[config.mk]
export PLATFORM = sky130hd
export DESIGN_NAME = bcd_seg7_scan
export DESIGN_NICKNAME = d
export VERILOG_FILES = /design/src/rtl/seg7_pkg.sv /design/src/rtl/seg7_decode.sv /design/src/rtl/bcd_seg7_scan.sv
export SDC_FILE = /design/constraint.sdc
export NUM_CORES = 1
export LEC_CHECK = 0
export CORE_MARGIN = 2
export CORE_UTILIZATION = 49
export DETAILED_ROUTE_END_ITERATION = 10
export MAX_ROUTING_LAYER = met4
export PLACE_DENSITY = 0.85
export SETUP_SLACK_MARGIN = 0.4
export SYNTH_ARGS = -nofsm -noshare
export SYNTH_HDL_FRONTEND = slang
export SYNTH_SLANG_ARGS = --single-unit
[constraint.sdc]
create_clock -name clk -period 1.87 [get_ports clk]
set_input_delay 0.374 -clock clk [delete_from_list [all_inputs] [get_ports clk]]
set_output_delay 0.374 -clock clk [all_outputs]
set_load 0.01 [all_outputs]
[src/rtl/seg7_pkg.sv]
// rtl/seg7_pkg.sv - segment patterns and BCD nibble width shared by the 7-segment scanner
package seg7_pkg;

  localparam int NIBBLE_W = 4;

  // bit0 = segment a ... bit6 = segment g, active-high
  localparam logic [6:0] SEG_0    = 7'h3F;
  localparam logic [6:0] SEG_1    = 7'h06;
  localparam logic [6:0] SEG_2    = 7'h5B;
  localparam logic [6:0] SEG_3    = 7'h4F;
  localparam logic [6:0] SEG_4    = 7'h66;
  localparam logic [6:0] SEG_5    = 7'h6D;
  localparam logic [6:0] SEG_6    = 7'h7D;
  localparam logic [6:0] SEG_7    = 7'h07;
  localparam logic [6:0] SEG_8    = 7'h7F;
  localparam logic [6:0] SEG_9    = 7'h6F;
  localparam logic [6:0] SEG_DASH = 7'h40;
  localparam logic [6:0] SEG_OFF  = 7'h00;

endpackage

[src/rtl/seg7_decode.sv]
// rtl/seg7_decode.sv - maps one BCD nibble to an active-high segment pattern
module seg7_decode
  import seg7_pkg::*;
(
  input  logic [NIBBLE_W-1:0] nibble,
  output logic [6:0]          pattern
);

  always_comb begin
    pattern = SEG_DASH;
    case (nibble)
      4'd0:    pattern = SEG_0;
      4'd1:    pattern = SEG_1;
      4'd2:    pattern = SEG_2;
      4'd3:    pattern = SEG_3;
      4'd4:    pattern = SEG_4;
      4'd5:    pattern = SEG_5;
      4'd6:    pattern = SEG_6;
      4'd7:    pattern = SEG_7;
      4'd8:    pattern = SEG_8;
      4'd9:    pattern = SEG_9;
      default: pattern = SEG_DASH;
    endcase
  end

endmodule

[src/rtl/bcd_seg7_scan.sv]
// rtl/bcd_seg7_scan.sv - multiplexed 7-segment driver with frame-aligned commit of BCD values
module bcd_seg7_scan
  import seg7_pkg::*;
#(
  parameter int DIGITS         = 3,
  parameter int PRESCALE       = 1000,
  parameter int SEG_ACTIVE_LOW = 0,
  parameter int BLANK_LZ       = 1
) (
  input  logic                       clk,
  input  logic                       rst,
  input  logic [NIBBLE_W*DIGITS-1:0] bcd_in,
  input  logic                       bcd_valid,
  output logic                       bcd_ready,
  output logic [6:0]                 seg,
  output logic [DIGITS-1:0]          dig_en,
  output logic                       frame_tick
);

  localparam int IW = (DIGITS > 1) ? $clog2(DIGITS) : 1;
  localparam int PW = (PRESCALE > 1) ? $clog2(PRESCALE) : 1;
  localparam logic [IW-1:0] IDX_LAST  = IW'(DIGITS - 1);
  localparam logic [PW-1:0] PRE_LAST  = PW'(PRESCALE - 1);
  localparam logic [6:0]    SEG_RESET = (SEG_ACTIVE_LOW != 0) ? ~SEG_OFF : SEG_OFF;

  logic [NIBBLE_W*DIGITS-1:0] shadow;
  logic [NIBBLE_W*DIGITS-1:0] disp;
  logic                       pending;
  logic [PW-1:0]              presc;
  logic [IW-1:0]              idx;

  logic                       boundary;
  logic [NIBBLE_W-1:0]        cur_nibble;
  logic                       cur_blank;
  logic                       run_zero;
  logic [6:0]                 dec_pattern;
  logic [6:0]                 seg_next;
  logic [DIGITS-1:0]          dig_en_next;

  assign bcd_ready = !pending;
  assign boundary  = (presc == PRE_LAST) && (idx == IDX_LAST);

  // A digit is blanked when it and every more-significant nibble are zero.
  always_comb begin
    cur_nibble  = '0;
    cur_blank   = 1'b0;
    run_zero    = 1'b1;
    dig_en_next = '0;
    for (int i = DIGITS - 1; i >= 0; i--) begin
      run_zero = run_zero && (disp[i*NIBBLE_W +: NIBBLE_W] == '0);
      if (idx == IW'(i)) begin
        cur_nibble     = disp[i*NIBBLE_W +: NIBBLE_W];
        cur_blank      = (BLANK_LZ != 0) && (i > 0) && run_zero;
        dig_en_next[i] = 1'b1;
      end
    end
  end

  seg7_decode u_decode (
    .nibble  (cur_nibble),
    .pattern (dec_pattern)
  );

  always_comb begin
    seg_next = cur_blank ? SEG_OFF : dec_pattern;
    if (SEG_ACTIVE_LOW != 0) begin
      seg_next = ~seg_next;
    end
  end

  always_ff @(posedge clk or posedge rst) begin
    if (rst) begin
      shadow     <= '0;
      disp       <= '0;
      pending    <= 1'b0;
      presc      <= '0;
      idx        <= '0;
      dig_en     <= '0;
      seg        <= SEG_RESET;
      frame_tick <= 1'b0;
    end else begin
      if (presc == PRE_LAST) begin
        presc <= '0;
        idx   <= (idx == IDX_LAST) ? '0 : idx + 1'b1;
      end else begin
        presc <= presc + 1'b1;
      end

      // Commit and accept are exclusive: a transfer needs pending clear.
      if (boundary && pending) begin
        disp    <= shadow;
        pending <= 1'b0;
      end else if (bcd_valid && !pending) begin
        shadow  <= bcd_in;
        pending <= 1'b1;
      end

      frame_tick <= boundary;
      dig_en     <= dig_en_next;
      seg        <= seg_next;
    end
  end

endmodule

==> out/results.ini <==
[run_status]
status = complete, but fails checks
violations = setup timing

[floorplan]
die_h_um = 70.5
rows = 24
ios = 27
die_x_um = 70.5
design.core.area_um2 = 4290
start_util = 0.505
die_area_um2 = 4970

[power]
combPwrFrac = 0.042
ir_worst_vdd_v = 0.000431
p_switching_uw = 384
p_leak_uw = 0.00137
p_seq_frac = 0.548
power_density_nw_per_um2 = 641
p_sw_frac = 0.194
internal-power_uw = 1590
clock_power_share = 0.409
power_uw = 1980

[critical_path]
worstPathCellList = buf_12 > mux2i_4 > a2bb2oi_4 > inv_2 > ha_4 > mux2_4 > a211oi_2
start_kind = flop
critPathSlowestCell = dfrtp_2
required_ns = 2.09
cpPeakStageDelay_ns = 0.48
path_class = reg -> reg
endpoint_kind = flop
cp_max_fo = 6
cp.arrival_ns = 2.14

[yosys]
yosysSeqAreaShare = 0.554
netlist_instances = 163
synth_area_per_cell_um2 = 13.3
synth_warnings = 0
synth.ff_latch_count = 48
syn-cell-area_um2 = 2170
syn_nets = 183
synth_cell_types = 38
synthFlopType = dfrtp_1
synth_edf_count = 0
synth-async-reset-ratio = 1.00

[detailed_routing]
drtPass1Iterations = 4
wl_per_cell_um = 17.2
drt-initial-drc-count = 67
wirelength_um = 4670
vias_per_cell = 5.39
ant_nets = 0
vias = 1466
drt_drc_violations_left = 0

[sta]
setup_viol = 1
period_share = 1.03
final_hold_viol_count = 0
layout_setup_ws_ns = -0.0496
worst_slew_pin_slew_ns = 0.560
min_period_ns = 1.92
holdWs_ns = 0.459
max_freq_mhz = 521
maxSlewViolCount = 0
relSlewSlack = 0.625
rsz0062_at_grt = yes
finalClockSkew_ns = 0.0105
final.setup.tns_ns = -0.0496

[finish]
final_core_util = 0.717
num_antenna_cells = 0
fillerInstances = 286
drive_gt1_frac = 0.459
nets = 239
area_growth_pct = 42.1

[worst_hold_path]
min_path_type = in -> async

[placed_design]
dp_hpwl_um = 2730
place.gp.congestion = 0.824
io_buffers = 26

[clock_tree]
cts_buffers = 5
root_buffer = clkbuf_8
cts_num_sinks = 48
clk_latency_ns = 0.31
clkSlewWorstSetupHoldPaths_ns = 0.09
htreeDepth = 2
cts_buffer_depth = 2
tritoncts = yes

[grt]
grt_pass1_wl_um = 7240
overflow = 0
grt_pass1_vias = 1500
grt_max_degree = 49
grt_usage = 0.196
antenna_found_initial = 0

[job]
drv_cap = 0

-- routing by layer --
layer	track usage	up-vias	wire length, um	part of all wire
li1	-	691	-	-
met1	0.240	711	1880	0.40
met2	0.312	49	2390	0.51
met3	0.0418	15	203	0.043
met4	0.0897	0	208	0.045
met5	-	-	0	0
-- critical path, delay by kind of cell, from the launching register on --
family | cells | cell delay (ns)
adder cells (fa/ha/maj) | 1 | 0.23
flip-flops | 1 | 0.48
AO/OA/AOI/OAI | 2 | 0.36
multiplexers | 2 | 0.55
buffers and inverters | 2 | 0.22
-- Yosys cell counts (2+ instances only) --
cell type | instances | share of area
xor2_1 | 2 | 0.0081
mux2_4 | 9 | 0.062
nand2_1 | 7 | 0.012
o21ai_0 | 4 | 0.0092
or3_1 | 2 | 0.0058
nor2_1 | 9 | 0.016
inv_1 | 6 | 0.010
nor3_1 | 2 | 0.0046
mux2_2 | 20 | 0.10
a211oi_1 | 3 | 0.010
a311oi_1 | 2 | 0.0081
nor2b_1 | 3 | 0.0087
nand3_1 | 4 | 0.0092
ha_1 | 5 | 0.029
mux2i_1 | 5 | 0.023
xnor2_1 | 2 | 0.0081
buf_2 | 3 | 0.0069
dfrtp_1 | 48 | 0.55
a21oi_1 | 6 | 0.014
a2bb2oi_1 | 2 | 0.0081
a2bb2oi_2 | 2 | 0.014
-- area by class of cell --
class,count,area (um^2),share of cell area
clock inverter,1,30.0,0.00975
clock buffer,7,96.3,0.0313
timing repair buffer,56,554,0.180
inverter,6,26.3,0.00853
sequential,48,1200,0.390
tap,52,65.1,0.0211
multi-input combinational,102,1110,0.359
-- path summary, 6_finish.rpt --
kind | from | slack, ns | depth (start not counted) | end
min | rst | 0.46 | 3 | presc[2]
min reg2reg | shadow[2] | 0.51 | 1 | disp[2]
max | idx[0] | -0.05 | 7 | seg[3]
min in group clk | shadow[2] | 0.51 | 1 | disp[2]
max reg2reg | idx[0] | -0.05 | 7 | seg[3]
max in group asynchronous | rst | 1.17 | 3 | idx[0]
-- metrics by stage --
| step | instances | instance area, um^2 | setup WS (ns) |
|---|---|---|---|
| after CTS | 262 | 2920 | 0.121 |
| final | 272 | 3080 | -0.0496 |
| after global placement | 247 | 2670 | 0.0412 |
| after global routing | 272 | 3080 | -0.0587 |
| after floorplan | 163 | 2290 | -0.0312 |
| after detailed placement | 247 | 2670 | -0.0199 |
-- registers in the layout (all words and copies together) (netlist names) --
register,cells
shadow,12
dig_en,3
disp,12
seg,7
presc,10
frame_tick,1
idx,2
pending,1
-- power groups by stage --
stage	Clock, uW	Sequential, uW	Combinational (uW)
6_report	809	1080	83.4
5_1_grt	876	1090	94.9
4_1_cts	821	1080	86.1
3_5_place_dp	0	1100	85.8
3_3_place_gp	0	1100	82.9
2_1_floorplan	0	1100	42.8
-- layout by cell type, fill, tap and decap left out, types with 4 or more instances in the layout --
master,Yosys,layout
clkbuf_8,0,7
dfrtp_1,48,47
a21oi_1,6,4
dlygate4sd2_1,0,12
buf_6,1,7
mux2_2,20,15
nor2_1,9,8
nand2_1,7,6
buf_4,1,19
mux2_4,9,14
clkdlybuf4s50_1,0,14
a2bb2oi_4,0,4
-- logic make-up (layout without fill, tap and decap cells) --
group / count (synthesis) / in the layout / synth area share
AO/OA/AOI/OAI: 23 / 23 / 0.0797
AND/OR/NAND/NOR: 36 / 36 / 0.0947
multiplexers: 34 / 34 / 0.189
XOR/XNOR: 4 / 4 / 0.0162
flip-flops: 48 / 48 / 0.554
buffers and inverters: 13 / 70 / 0.0369
adder cells (fa/ha/maj): 5 / 5 / 0.0289
-- what timing repair did --
item	in CTS	in global routing
resized for setup	27	15
buffers inserted	6	10
gates cloned	1	0
hold buffers	0	0
endpoints found under the setup margin	35	25
pin swaps	4	6
Note: power is estimated with default switching activity, not from simulation.
